`src/rtl/r0_multiplexer.sv`:
```
// Registered two-output router for the R0 register path: pass, load R0, swap or read R0,
// with results presented one clock after acceptance and qualified by ready.
module r0_multiplexer #(
  parameter int WIDTH = 8
) (
  input  logic             clk,
  input  logic             rst,
  input  logic             en,
  input  logic [1:0]       state,
  input  logic [WIDTH-1:0] value1,
  input  logic [WIDTH-1:0] value2,
  output logic [WIDTH-1:0] Output1,
  output logic [WIDTH-1:0] Output2,
  output logic             ready
);

  localparam logic [1:0] OP_PASS    = 2'd0;
  localparam logic [1:0] OP_LOAD_R0 = 2'd1;
  localparam logic [1:0] OP_SWAP    = 2'd2;
  localparam logic [1:0] OP_READ_R0 = 2'd3;

  logic [WIDTH-1:0] r0_reg,   r0_next;
  logic [WIDTH-1:0] out1_reg, out1_next;
  logic [WIDTH-1:0] out2_reg, out2_next;
  logic             ready_reg, ready_next;

  // One-hot decode of the operation; only meaningful while en is high.
  logic sel_load, sel_swap, sel_read;

  always_comb begin
    sel_load = (state == OP_LOAD_R0);
    sel_swap = (state == OP_SWAP);
    sel_read = (state == OP_READ_R0);
  end

  // Per-bit selection keeps each output bit a small 4:1 mux ahead of its flop.
  // PASS falls through to the default operand ordering.
  generate
    for (genvar gi = 0; gi < WIDTH; gi++) begin : g_bit
      always_comb begin
        r0_next[gi]   = r0_reg[gi];
        out1_next[gi] = out1_reg[gi];
        out2_next[gi] = out2_reg[gi];
        if (en) begin
          out1_next[gi] = value1[gi];
          out2_next[gi] = value2[gi];
          if (sel_load) begin
            r0_next[gi] = value1[gi];
          end
          if (sel_swap) begin
            out1_next[gi] = value2[gi];
            out2_next[gi] = value1[gi];
          end
          if (sel_read) begin
            out1_next[gi] = r0_reg[gi];
          end
        end
      end
    end
  endgenerate

  always_comb begin
    ready_next = en;
  end

  always_ff @(posedge clk) begin
    if (rst) begin
      r0_reg    <= '0;
      out1_reg  <= '0;
      out2_reg  <= '0;
      ready_reg <= 1'b0;
    end else begin
      r0_reg    <= r0_next;
      out1_reg  <= out1_next;
      out2_reg  <= out2_next;
      ready_reg <= ready_next;
    end
  end

  assign Output1 = out1_reg;
  assign Output2 = out2_reg;
  assign ready   = ready_reg;

  // OP_PASS is the implicit default path above; referenced here so the full code map stays visible.
  logic unused_pass;
  assign unused_pass = (state == OP_PASS);

endmodule

```
`config.mk`:
```
export PLATFORM = sky130hd
export DESIGN_NAME = r0_multiplexer
export DESIGN_NICKNAME = d
export VERILOG_FILES = /design/src/rtl/r0_multiplexer.sv
export SDC_FILE = /design/constraint.sdc
export NUM_CORES = 1
export LEC_CHECK = 0
export ABC_AREA = 1
export CAP_MARGIN = 10
export CORE_MARGIN = 10
export CORE_UTILIZATION = 42
export CTS_CLUSTER_DIAMETER = 120
export DETAILED_ROUTE_END_ITERATION = 6
export GPL_TIMING_DRIVEN = 0
export PLACE_DENSITY = 0.8
export SKIP_LAST_GASP = 1
export SLEW_MARGIN = 5
export SYNTH_ARGS = -nofsm -noshare
export SYNTH_HDL_FRONTEND = slang
export SYNTH_SLANG_ARGS = --single-unit
```
`constraint.sdc`:
```
create_clock -name clk -period 0.8 [get_ports clk]
set_clock_uncertainty 0.05 [all_clocks]
set_input_delay 0.2 -clock clk [delete_from_list [all_inputs] [get_ports clk]]
set_output_delay 0.2 -clock clk [all_outputs]
set_load 0.1 [all_outputs]
```
==> reports/metrics.cfg <==
[floorplan]
rows = 20
io_pins = 38
coreArea_um2 = 3050
fp.dieW_um = 76.2
die-area_um2 = 5810
initial_core_util_pct = 43.5
die_h_um = 76.2

[timing]
final_hold_viol_count = 0
setup_tns_ns = -5.42
drv_slew = 0
tightest_slew_ns = 0.198
finalSetupViolations = 17
fin_ws_ns = -0.327
max_slew_margin_pct = 86.8
post-route-period-util_pct = 141
grt_setup_unrepaired = true
layout_min_cycle_time_ns = 1.13
fmax_mhz = 887
fin_hold_ws_ns = 0.0773

[cells_and_area]
stdcell_area_um2 = 2070
drive_gt1_share_pct = 32.8
area_delta_synth_final_pct = 56.1
final_nets = 251
fill_cells = 259
post-route-util_pct = 68.0
seqCellArea_um2 = 566
antenna_cells = 0
final_cell_mix = nand2_1 (39), nor2_1 (29), nand3_1 (22)
multi_input_area_um2 = 672
layout_commonest_cell = nand2_1

[worst_hold_path]
hp-start = rst
min_path_type = primary input to flop

[yosys]
syn_avg_cell_area_um2 = 6.96
syn_inst = 191
synth_top_cell_by_area = dfxtp_1
synth_edf_count = 0
syn-num-nets = 212
yosysWarnings = 0
synth-seq-area-share_pct = 37.7
async_reset_ff_share_pct = 0
yosys.cell_types.count = 18
synth_area_um2 = 1330
synth_top_area_share_pct = 37.7
synth_area_leaders = dfxtp_1 (38%), nand2_1 (11%), nor2_1 (9.3%), nand3_1 (9.0%), o21ai_0 (5.6%)
ys_seq_elements = 25
ys.flop_type = dfxtp_1

[drt]
drt_pre_antenna_iters = 4
routed_wl_um = 3640
dr.first_iter.drc_count = 69
dr_total_vias = 1346
ant_nets = 0
drc = 0
wl_per_cell_um = 13.3
viasPerCell = 4.93

[clock_network]
cts_tree = built
cts_buffers = 3
root_buffer = clkbuf_4
cts_buffer_depth = 2
htreeDepth = 1
clk_pin_slew_ns = 0.14
clkLatencyLatePin_ns = 0.32
clock_sinks = 25

[worst_setup_path]
path_cells = buf_12
cp.required_ns = 0.55
crit_buf_inv = 1
critPathKind = flop to output pin
start_kind = flop
worstReg2RegStart = r0_reg[1]$_SDFFE_PP0P_
max_stage_delay_ns = 0.39
cpMaxStageDelayCell = dfxtp_4
critPathCaptureType = output pin
worstPathMaxFanout = 2
cp_top_family = flip-flops
startpoint = Output1[4]$_SDFFE_PP0P_
worstPathArrival_ns = 0.88

[global_routing]
grt_start_max_net_pins = 15
overflow = 0
grt_pass1_vias = 1266
grt_pass1_wl_um = 5950
antenna_found_initial = 0
grtUsageTotal_pct = 12.0

[outcome]
status = finished with violations
violations = negative setup slack

[placement]
dpl-instance-area_um2 = 1820
io_buffers = 33
hpwl_um = 2790
gp_congestion = 0.843
place_ws_ns = -0.905

[pwr]
leakage_nw = 0.958
p_per_area_nw_per_um2 = 1520
vdd_drop_max_uv = 756

[job]
drv_cap = 0

final cells by class:
cell class	instances	share of cell area [%]
buffer	16	7.78
clock buffer	3	1.09
clock inverter	1	0.241
inverter	12	3.02
multi-input combinational	138	32.4
sequential	25	27.3
tap	44	2.65
timing repair buffer	34	25.6
per-layer routing:
metal	vias to the layer above	part of all wire [%]	global-route usage, %
met5	-	0	0
met3	4	5.5	2.95
met4	0	0.93	3.90
li1	700	-	-
met2	43	48	19.3
met1	599	46	15.3
logic make-up (layout without fill, tap and decap cells):
family / Yosys count / after routing / synth area share (%)
and+or+nand+nor: 106 / 106 / 34.2
AOI/OAI and AO/OA: 32 / 32 / 14.3
DFF: 25 / 25 / 37.7
buffers and inverters: 28 / 66 / 13.8
per-stage QoR:
stage	std cells	power (mW)
2_1_floorplan	191	2.16
3_3_place_gp	268	2.44
3_5_place_dp	268	2.45
4_1_cts	272	3.17
5_1_grt	273	3.30
6_report	273	3.16
cell usage after synthesis (2+ instances only):
library cell	count
a21oi_1	8
a21oi_2	8
buf_2	5
buf_4	5
buf_6	4
dfxtp_1	25
inv_1	9
inv_6	2
nand2_1	40
nand3_1	24
nand4_1	8
nor2_1	33
o21ai_0	15
worst reg2reg max path: stages, from the launching register on:
cell and delay (ns):
dfxtp_1 0.34, nand3_1 0.06, nand2_1 0.06, nor2_2 0.13
nor2_1 0.04
path summary, 6_finish.rpt:
check	end	slack (ns)	depth (start not counted)
min reg2reg	r0_reg[7]$_SDFFE_PP0P_	0.43	2
min	r0_reg[0]$_SDFFE_PP0P_	0.08	2
max reg2reg	Output1[1]$_SDFFE_PP0P_	0.03	4
max	Output1[4]	-0.33	1
report_power, final:
| group | switching (mW) | internal [mW] |
|---|---|---|
| Clock | 0.382 | 0.187 |
| Sequential | 0.0679 | 1.31 |
| Combinational | 0.751 | 0.466 |
what timing repair did:
| item | 4_1_cts | 5_1_grt |
|---|---|---|
| setup endpoints to repair | 20 | 30 |
| hold buffers | 0 | 0 |
| pin swaps | 0 | 4 |
| gates resized for setup | 156 | 20 |
| setup buffers | 0 | 1 |
Note: power is estimated with default switching activity, not from simulation.
